## config.mk

```make
export PLATFORM = sky130hd
export DESIGN_NAME = mem_port_arbiter
export DESIGN_NICKNAME = d
export VERILOG_FILES = /design/src/rtl/mem_port_arbiter.sv
export SDC_FILE = /design/constraint.sdc
export NUM_CORES = 1
export LEC_CHECK = 0
export ABC_AREA = 1
export BUFFER_PORTS_ARGS = -buffer_cell sky130_fd_sc_hd__buf_2
export CELL_PAD_IN_SITES_DETAIL_PLACEMENT = 0
export CELL_PAD_IN_SITES_GLOBAL_PLACEMENT = 1
export CORE_AREA = 2 2 247 249
export DETAILED_ROUTE_END_ITERATION = 7
export DIE_AREA = 0 0 249 251
export PLACE_DENSITY_LB_ADDON = 0.1
export SLEW_MARGIN = 20
export SYNTH_ARGS = -nofsm -noshare
export SYNTH_HDL_FRONTEND = slang
export SYNTH_SLANG_ARGS = --single-unit
export TNS_END_PERCENT = 30
```

## constraint.sdc

```tcl
create_clock -name clk -period 9.9 [get_ports clk]
set_input_delay 2.97 -clock clk [delete_from_list [all_inputs] [get_ports clk]]
set_output_delay 2.97 -clock clk [all_outputs]
set_load 0.005 [all_outputs]
```

## src/rtl/mem_port_arbiter.sv

```systemverilog
// Memory-port arbiter shared by the I-cache and D-cache: allocates transaction IDs,
// grants one requester per cycle and broadcasts tagged responses until the owner acks.
module mem_port_arbiter #(
  parameter int PA_WIDTH  = 32,
  parameter int REG_WIDTH = 128,
  parameter int ID_WIDTH  = 2
) (
  input  logic                 clk,
  input  logic                 rst,
  input  logic                 i_ica_req,
  input  logic [PA_WIDTH-1:0]  i_ica_addr,
  input  logic                 i_ica_ack,
  output logic                 o_ica_in_use,
  input  logic                 i_dca_req,
  input  logic                 i_dca_we,
  input  logic [PA_WIDTH-1:0]  i_dca_addr,
  input  logic [REG_WIDTH-1:0] i_dca_wdata,
  input  logic                 i_dca_ack,
  output logic                 o_dca_in_use,
  output logic [ID_WIDTH-1:0]  o_id_request,
  output logic                 o_resp_enable,
  output logic [ID_WIDTH-1:0]  o_resp_id,
  output logic [REG_WIDTH-1:0] o_resp_data,
  output logic                 o_mem_req_valid,
  output logic                 o_mem_req_we,
  output logic [PA_WIDTH-1:0]  o_mem_req_addr,
  output logic [REG_WIDTH-1:0] o_mem_req_wdata,
  output logic [ID_WIDTH-1:0]  o_mem_req_id,
  input  logic                 i_mem_req_ready,
  input  logic                 i_mem_resp_valid,
  input  logic [ID_WIDTH-1:0]  i_mem_resp_id,
  input  logic [REG_WIDTH-1:0] i_mem_resp_data,
  output logic                 o_mem_resp_ready,
  output logic                 o_err
);
  localparam int N_IDS = 2 ** ID_WIDTH;

  typedef enum logic {SRC_I = 1'b0, SRC_D = 1'b1} src_e;

  logic [N_IDS-1:0]     r_in_flight;
  src_e                 r_owner [N_IDS];
  src_e                 r_last_grant;
  logic                 r_resp_full;
  logic [ID_WIDTH-1:0]  r_resp_id;
  logic [REG_WIDTH-1:0] r_resp_data;
  logic                 r_err;

  logic                 w_full;
  logic                 w_blocked;
  logic                 w_grant_i;
  logic                 w_grant_d;
  logic                 w_grant;
  src_e                 w_winner;
  logic [ID_WIDTH-1:0]  w_free_id;
  src_e                 w_resp_owner;
  logic                 w_ack;
  logic                 w_resp_accept;
  logic                 w_resp_known;

  // Scanning from the top down leaves the lowest free ID in w_free_id.
  always_comb begin
    // NOTE: every always_comb output gets a default first so no path can infer a latch.
    w_free_id = '0;
    for (int i = N_IDS - 1; i >= 0; i--) begin
      if (!r_in_flight[i]) w_free_id = ID_WIDTH'(i);
    end
  end

  assign w_full    = &r_in_flight;
  assign w_blocked = w_full || !i_mem_req_ready;

  always_comb begin
    w_grant_i = 1'b0;
    w_grant_d = 1'b0;
    if (!w_blocked) begin
      if (i_ica_req && i_dca_req) begin
        w_grant_i = (r_last_grant == SRC_D);
        w_grant_d = (r_last_grant == SRC_I);
      end else begin
        w_grant_i = i_ica_req;
        w_grant_d = i_dca_req;
      end
    end
  end

  assign w_grant  = w_grant_i || w_grant_d;
  assign w_winner = w_grant_d ? SRC_D : SRC_I;

  assign o_ica_in_use    = w_blocked || w_grant_d;
  assign o_dca_in_use    = w_blocked || w_grant_i;
  assign o_id_request    = w_free_id;
  assign o_mem_req_valid = w_grant;
  assign o_mem_req_we    = w_grant_d && i_dca_we;
  assign o_mem_req_addr  = w_grant_d ? i_dca_addr : i_ica_addr;
  assign o_mem_req_wdata = w_grant_d ? i_dca_wdata : '0;
  assign o_mem_req_id    = w_free_id;

  // Only the cache that issued the held ID may retire it.
  assign w_resp_owner = r_owner[r_resp_id];
  assign w_ack        = r_resp_full &&
                        ((i_ica_ack && (w_resp_owner == SRC_I)) ||
                         (i_dca_ack && (w_resp_owner == SRC_D)));

  assign o_mem_resp_ready = !r_resp_full || w_ack;
  assign w_resp_accept    = i_mem_resp_valid && o_mem_resp_ready;
  assign w_resp_known     = r_in_flight[i_mem_resp_id];

  assign o_resp_enable = r_resp_full;
  assign o_resp_id     = r_resp_id;
  assign o_resp_data   = r_resp_data;
  assign o_err         = r_err;

  always_ff @(posedge clk or posedge rst) begin
    if (rst) begin
      r_in_flight  <= '0;
      r_last_grant <= SRC_D;
      r_resp_full  <= 1'b0;
      r_resp_id    <= '0;
      r_resp_data  <= '0;
      r_err        <= 1'b0;
      // NOTE: the owner table is only a few flops, so it is reset with the rest of the state.
      for (int i = 0; i < N_IDS; i++) r_owner[i] <= SRC_I;
    end else begin
      // NOTE: non-blocking assignments keep every read in this block on pre-edge values.
      if (w_ack) begin
        r_in_flight[r_resp_id] <= 1'b0;
        r_resp_full            <= 1'b0;
      end
      if (w_grant) begin
        r_in_flight[w_free_id] <= 1'b1;
        r_owner[w_free_id]     <= w_winner;
        r_last_grant           <= w_winner;
      end
      if (w_resp_accept) begin
        if (w_resp_known) begin
          r_resp_full <= 1'b1;
          r_resp_id   <= i_mem_resp_id;
          r_resp_data <= i_mem_resp_data;
        end else begin
          r_err <= 1'b1;
        end
      end
    end
  end

  a_single_ack : assert property (@(posedge clk) disable iff (rst) !(i_ica_ack && i_dca_ack));

endmodule

```

==> results of run 1 <==
## registers in the layout, summed over array words and instances (netlist names)
signal	cells
r_owner	4
o_resp_data	128
r_last_grant	1
r_in_flight	4
o_resp_id	2
o_resp_enable	1
o_err	1
## through the flow
stage	util, %	hold WS, ps	setup slack [ps]
6_report	19.95	463.1	2264
3_3_place_gp	18.84	447.7	2188
5_1_grt	19.94	484.2	2040
2_1_floorplan	-	448.6	3007
3_5_place_dp	18.84	453.2	2212
4_1_cts	19.93	469.3	2203
## cell usage in the layout, fill, tap and decap left out, drive strengths merged
master | netlist | routed
buf | 56 | 643
nand2 | 386 | 386
inv | 140 | 141
dfrtp | 140 | 140
nor2 | 132 | 132
nand4 | 131 | 131
clkbuf | 24 | 23
nand3 | 12 | 12
a21oi | 10 | 10
o21ai | 7 | 7
diode | 0 | 5
bufinv | 0 | 4
clkinv | 0 | 3
o211ai | 1 | 1
a31oi | 1 | 1
nand3b | 1 | 1
o21bai | 1 | 1
clkinvlp | 0 | 1
dfstp | 1 | 1
## metal layers
layer	GRT usage [%]	up-vias	routed length, um
met5	0	-	43
met1	16.54	4129	18400
met3	5.850	41	3698
met2	23.27	319	21950
li1	-	4418	-
met4	3.740	8	775
## worst reg2reg max path, cell delays in order, from the launching register on
cell,delay (ps)
dfrtp_1,520
inv_2,110
nand2_1,70
nand2_1,50
nand2_1,80
nand3_1,130
nand3_4,450
nand3_4,750
buf_4,610
nand2_1,150
nand2_1,50
## logic make-up (layout without fill, tap and decap cells)
kind of cell           count (synthesis)  in the layout
AO/OA/AOI/OAI                         20             20
other                                  0              5
flip-flops                           141            141
buffers and inverters                220            815
AND/OR/NAND/NOR                      662            662
## area by class of cell
type	instances	area (sq um)	share of cell area (%)
timing repair buffer	643	3251	27.25
multi-input combinational	682	2973	24.92
antenna	5	12.51	0.1049
clock buffer	23	498.0	4.174
clock inverter	9	155.1	1.300
tap	782	978.4	8.201
inverter	140	533.0	4.468
sequential	141	3530	29.59
## where the power goes
group,switching [W],internal [W],total (W)
clock,0.000278,0.000456,0.000734
combinational,0.000736,0.000437,0.00117
sequential,0.000153,0.000844,0.000998
total,0.00117,0.00174,0.00291
## final timing paths
path	startpoint	to	slack, ps
worst max-delay path	i_dca_req	o_mem_req_wdata[13]	2260
worst min-delay path	o_resp_data[125]	o_resp_data[125]	460
worst max register to register	o_resp_id[0]	o_resp_data[52]	6830
worst min register to register	o_resp_data[125]	o_resp_data[125]	460
max in group asynchronous	rst	o_resp_data[52]	5810
min in group asynchronous	rst	o_resp_data[115]	2730
==> impl_results.md, run 1 <==
- Post-synthesis instance total: roughly 1,000
- Die Area: 0.06250 sq mm
- First-pass GRT wire length: 64,030 um
- Vias: 8,915
- Share of cells above drive strength 1: 41.64%
- DR pass1 iterations: 4
- Syn_area_per_cell: 7.129 sq um
- Tot GR Track Use: about 14%
- WHS Path Cells: 2
- Placed Cells: 2,388
- Clk Latency, worst-skew pair: 450 ps
- Buffers on Ports: 631
- Fmax: roughly 0.13 GHz
- P_leak: 7.380 nW
- Crit path max fanout: 64
- GP Congestion: 0.8906
- Crit end category: output pin
- Crit share post-route: a little under 80%
- Setup TNS: 0 ps
- Clock Skews: 9.083 ps
- Cell with the most instances after synthesis: nand2_1
- Worst Path Arrival: around 4700 ps
- CP Cell Sequence: buf_2 -> inv_1 -> a21oi_1 -> inv_1 -> nor2_2 -> inv_4 -> buf_4 -> nor2_1 -> buf_2
- Crit start category: input pin
- Critical Path Slowest Stage Cell: buf_4
- Worst reg2reg path depth: 10
- Rel. slew slack: 29.91%
- Initial core utilization: 12.44%
- Async SR Flop Fraction: 100.0%
- Register area share after synthesis: 47.47%
- Design Power: 0.002905 W
- Max-slew violations: 0
- Number of setup violations in the final report: 0
- H-tree levels: 4
- Die W: roughly 250 um
- Number of global-route vias before repair: 9,000
- Final #Nets: 1,956
- Adder-Cell Fraction of Synth Area: 0%
- Final Hold Vio Count: 0
- WL/cell: ~19 um
- Post-cts sizing count: 0
- CTS sink count: 141
- Worst stage delay on the critical path: 630 ps
- IO Pins: between 600 and 700
- Top_reg_cell synth: dfrtp_1
- Synth area leader: dfrtp_1
- Unique masters post-synth: 21
- Post-synth EDFFs: 0
- Die H: 251 um
- RSZ-0062 raised after global routing: false
- Power Dens Cells: 243.5 mW/mm^2
- Synth Area in Compound Gates: under 10%
- DR vias/cell: 3.676
- Clk buf depth: 2
- Simple-gate share of the synthesized area: 38.21%
- WL final: 44,870 um
- Layout fillers: ~7,000
- TritonCTS buffer count: 17
- Overflow after GRT: 0
- Post-CTS setup buffer count: 0
- Synth top cells by count: 386 x nand2_1, 140 x dfrtp_1, 138 x inv_1
- Synth-to-Final Area Change: 60.44%
- Post-DP Area: ~0.011 sq mm
- Number of synthesis warnings: 0
- HPWL Detailed: 33,960 um
- Synth Register Bits: 141
- Tightest Pin Transition: 1051 ps
- Initial antenna violation count: 10
- Max_cap viols: 0
- DRC: 0
- Worst Path Buf+Inv: 6
- Instance count on the critical path: 9
- Synth area leaders: dfrtp_1 47%, nand2_1 19%, nand4_1 11%
- VDD IR max: 0.0001086 V
- Core area: 0.05979 sq mm
- Yosys top cell area share: a little under half
- Mapped Area: 0.007436 sq mm
- Mapped Nets: 1,374
- Crit Path Class: input pin to output pin
- Final min period: 7636 ps
- Main combinational cell family by area after synthesis: simple AND/OR/NAND/NOR gates
- CTS clock-pin slew for the worst setup and hold paths: 60 ps
- Antenna viol nets, final: 0
- Delay-heaviest family, CP: buffers and inverters
- Starting DRT DRC Count: around 450
- WP data required: 6930 ps
- Hold-fix buffers, CTS: 0
- Post-layout instance area: 0.01193 sq mm
- Multiplexer area fraction after synthesis: 0%
- CTS tree: built
- Root Buffer: clkbuf_16
- Status: finished, final reports clean
- Row count: 90
- Largest net degree at the start of global routing: 90
- Hold Crit Class: flip-flop to flip-flop
- Post-Synth XOR/XNOR Area: 0%
- Finished Layout Cells: approximately 2,400
(Power assumes the default switching activity.)
==> run 2: changes to the inputs <==
--- a/config.mk
+++ b/config.mk
@@ -9,9 +9,9 @@
 export BUFFER_PORTS_ARGS = -buffer_cell sky130_fd_sc_hd__buf_2
 export CELL_PAD_IN_SITES_DETAIL_PLACEMENT = 0
 export CELL_PAD_IN_SITES_GLOBAL_PLACEMENT = 1
-export CORE_AREA = 2 2 247 249
+export CORE_AREA = 2 2 243 245
 export DETAILED_ROUTE_END_ITERATION = 7
-export DIE_AREA = 0 0 249 251
+export DIE_AREA = 0 0 245 247
 export PLACE_DENSITY_LB_ADDON = 0.1
 export SLEW_MARGIN = 20
 export SYNTH_ARGS = -nofsm -noshare
==> constraint.sdc (replaced) <==
create_clock -name clk -period 6.3 [get_ports clk]
set_input_delay 1.89 -clock clk [delete_from_list [all_inputs] [get_ports clk]]
set_output_delay 1.89 -clock clk [all_outputs]
set_load 0.005 [all_outputs]
==> run 2 against run 1 <==
Utilization is 0.44 points higher. Sequential share of layout area is 0.13 points higher. Final cell count is 0.54% lower. Power is 54% higher. Combinational power is 57% higher. Flip-flop and latch count stayed put. Register-to-register slack worse by 3600 ps. Design area is 0.44% lower. Sequential power is 56% higher. Largest cell class unchanged. Count of clock-buffer cells in the layout stayed put.
==> impl_results.md, run 2 (synthesis gave the netlist of run 1 again) <==
- Status: finished, final reports clean
- Core area: 0.05824 sq mm (-2.6%)
- Clk buf depth: 2 (unchanged)
- CP Cell Sequence: buf_2 -> inv_1 -> a21oi_1 -> inv_1 -> nor2_2 -> inv_4 -> buf_12 -> nor2_1 -> buf_2
- Number of global-route vias before repair: 8,561 (-4.9%)
- Largest net degree at the start of global routing: 110 (+22%)
- Synth-to-Final Area Change: 59.73%
- Die H: 247 um (-1.6%)
- Max-slew violations: 0 (unchanged)
- Initial core utilization: 12.77% (+0.33 points)
- CTS clock-pin slew for the worst setup and hold paths: 60 ps (about the same)
- Critical Path Slowest Stage Cell: buf_12
- Crit path max fanout: 107 (+67%)
- CTS tree: built
- Multi-input logic area: 0.002973 sq mm (unchanged)
- DR pass1 iterations: 4 (unchanged)
- Row count: 89 (-1.1%)
- Initial antenna violation count: 6 (-4)
- Worst Path Arrival: 3310 ps (-1360 ps)
- Setup TNS: 0 ps (unchanged)
- Hold Crit Class: flip-flop to flip-flop
- Worst Path Buf+Inv: 6 (unchanged)
- WL/cell: 18.43 um (-0.37%)
- CTS sink count: 141 (unchanged)
- Die W: 245 um (-1.6%)
- Max_cap viols: 0 (unchanged)
- Final #Nets: 1,956 (unchanged)
- Crit start category: input pin
- Overflow after GRT: 0 (unchanged)
- Layout fillers: 6,795 (-1.8%)
- GP Congestion: 0.8993 (+0.98%)
- Buffers on Ports: 631 (unchanged)
- Crit share post-route: between 80% and 90%
- DR vias/cell: 3.663 (-0.37%)
- HPWL Detailed: 33,700 um (-0.77%)
- TritonCTS buffer count: 17 (unchanged)
- Storage cell area: 0.003530 sq mm (unchanged)
- Share of cells above drive strength 1: 41.58% (-0.061 points)
- Max FFs per register: 128 (unchanged)
- Starting DRT DRC Count: 455 (+1.6%)
- DRC: 0 (unchanged)
- Rel. slew slack: 33.96% (+4.1 points)
- Crit end category: output pin
- WP data required: 4410 ps (-2520 ps)
- Root Buffer: clkbuf_16
- Hold-fix buffers, CTS: 0 (unchanged)
- Die Area: 0.06052 sq mm (-3.2%)
- IO Pins: 632 (unchanged)
- Post-DP Area: 0.01128 sq mm (+0.12%)
- Vias: 8,834 (-0.91%)
- Post-layout instance area: 0.01188 sq mm (-0.44%)
- Clk Latency, worst-skew pair: 450 ps (about the same)
- First-pass GRT wire length: 62,610 um (-2.2%)
- Final Hold Vio Count: 0 (unchanged)
- RSZ-0062 raised after global routing: false
- Worst stage delay on the critical path: 390 ps (-240 ps)
- Number of setup violations in the final report: 0 (unchanged)
- Fmax: 0.1922 GHz
- Post-CTS setup buffer count: 0 (unchanged)
- Antenna viol nets, final: 0 (unchanged)
- VDD IR max: 0.0001957 V (+80%)
- Post-cts sizing count: 0 (unchanged)
- Power Dens Cells: 376.7 mW/mm^2 (+55%)
- P_leak: 7.366 nW (-0.20%)
- H-tree levels: 4 (unchanged)
- Tightest Pin Transition: 990.6 ps (-60.76 ps)
- Most common cell after layout, fill and taps aside: buf_2
- Most frequent cells in the layout: 630 x buf_2, 385 x nand2_1, 140 x dfrtp_1
- Tot GR Track Use: 14.24% (+0.25 points)
- WL final: 44,460 um (-0.90%)
- Final min period: 5202 ps
- Delay-heaviest family, CP: buffers and inverters
- Clock Skews: 7.488 ps (-1.595 ps)
- Crit Path Class: input pin to output pin
run 2: changes by cell type in the layout (fill, tap and decap cells not counted), sizes merged:
cell    change
clkinv      +2
diode       -4
bufinv      -2
run 2: final cells by class:
| cell class | instances | area share, % |
|---|---|---|
| Inverter | 140 | 4.488 |
| Antenna cell | 1 | 0.02107 |
| Sequential cell | 141 | 29.72 |
| Timing Repair Buffer | 643 | 27.58 |
| Clock inverter | 9 | 0.9165 |
| Clock buffer | 23 | 4.108 |
| Multi-Input combinational cell | 682 | 25.03 |
| Tap cell | 773 | 8.143 |
run 2: worst paths after layout:
check | start | endpoint | slack, ps | depth (start not counted)
setup / recovery | i_dca_req | o_mem_req_wdata[86] | 1100 | 9
hold / removal | o_resp_data[63] | o_resp_data[63] | 460 | 2
setup reg to reg | o_resp_id[0] | o_resp_data[112] | 3190 | 11
hold reg to reg | o_resp_data[63] | o_resp_data[63] | 460 | 2
max in group asynchronous | rst | o_resp_data[20] | 3590 | 3
min in group asynchronous | rst | o_resp_data[3] | 1510 | 2
run 2: worst register-to-register path, stage by stage (launching register included):
cell	delay, ps
dfrtp_1	510
inv_2	90
nand2_1	80
nand2_1	60
nand2_1	80
nand3_1	140
nand3_4	110
buf_4	580
nand3_4	600
buf_12	430
nand2_1	270
nand2_1	60
run 2: metrics by stage:
step / hold WS, ps / total power [W] / util [%] / worst slack [ps] / std cells
floorplan: 448.6 / 0.002469 / - / 630.4 / 1043
global placement: 448.4 / 0.003488 / 19.37 / 1065 / 2379
detailed placement: 452.6 / 0.003481 / 19.37 / 1095 / 2379
CTS: 469.1 / 0.004598 / 20.39 / 1091 / 2411
global route: 480.7 / 0.004883 / 20.39 / 928.0 / 2412
finish: 463.3 / 0.004474 / 20.39 / 1098 / 2412
run 2: report_power, final:
group          total (W)  switching [W]  leakage, nW  internal [W]
Combinational    0.00184        0.00115         5.33      0.000689
Sequential       0.00156       0.000238         1.75       0.00133
Clock            0.00107       0.000441        0.294      0.000626
Total            0.00447        0.00183         7.37       0.00264
run 2: metal layers:
layer	share of wire, %	vias up	wire length [um]	global-route usage (%)
li1	-	4415	-	-
met1	43	4070	18910	17.77
met2	49	310	21810	23.71
met3	7.4	31	3299	5.025
met4	0.91	8	405	2.708
met5	0.094	-	42	0
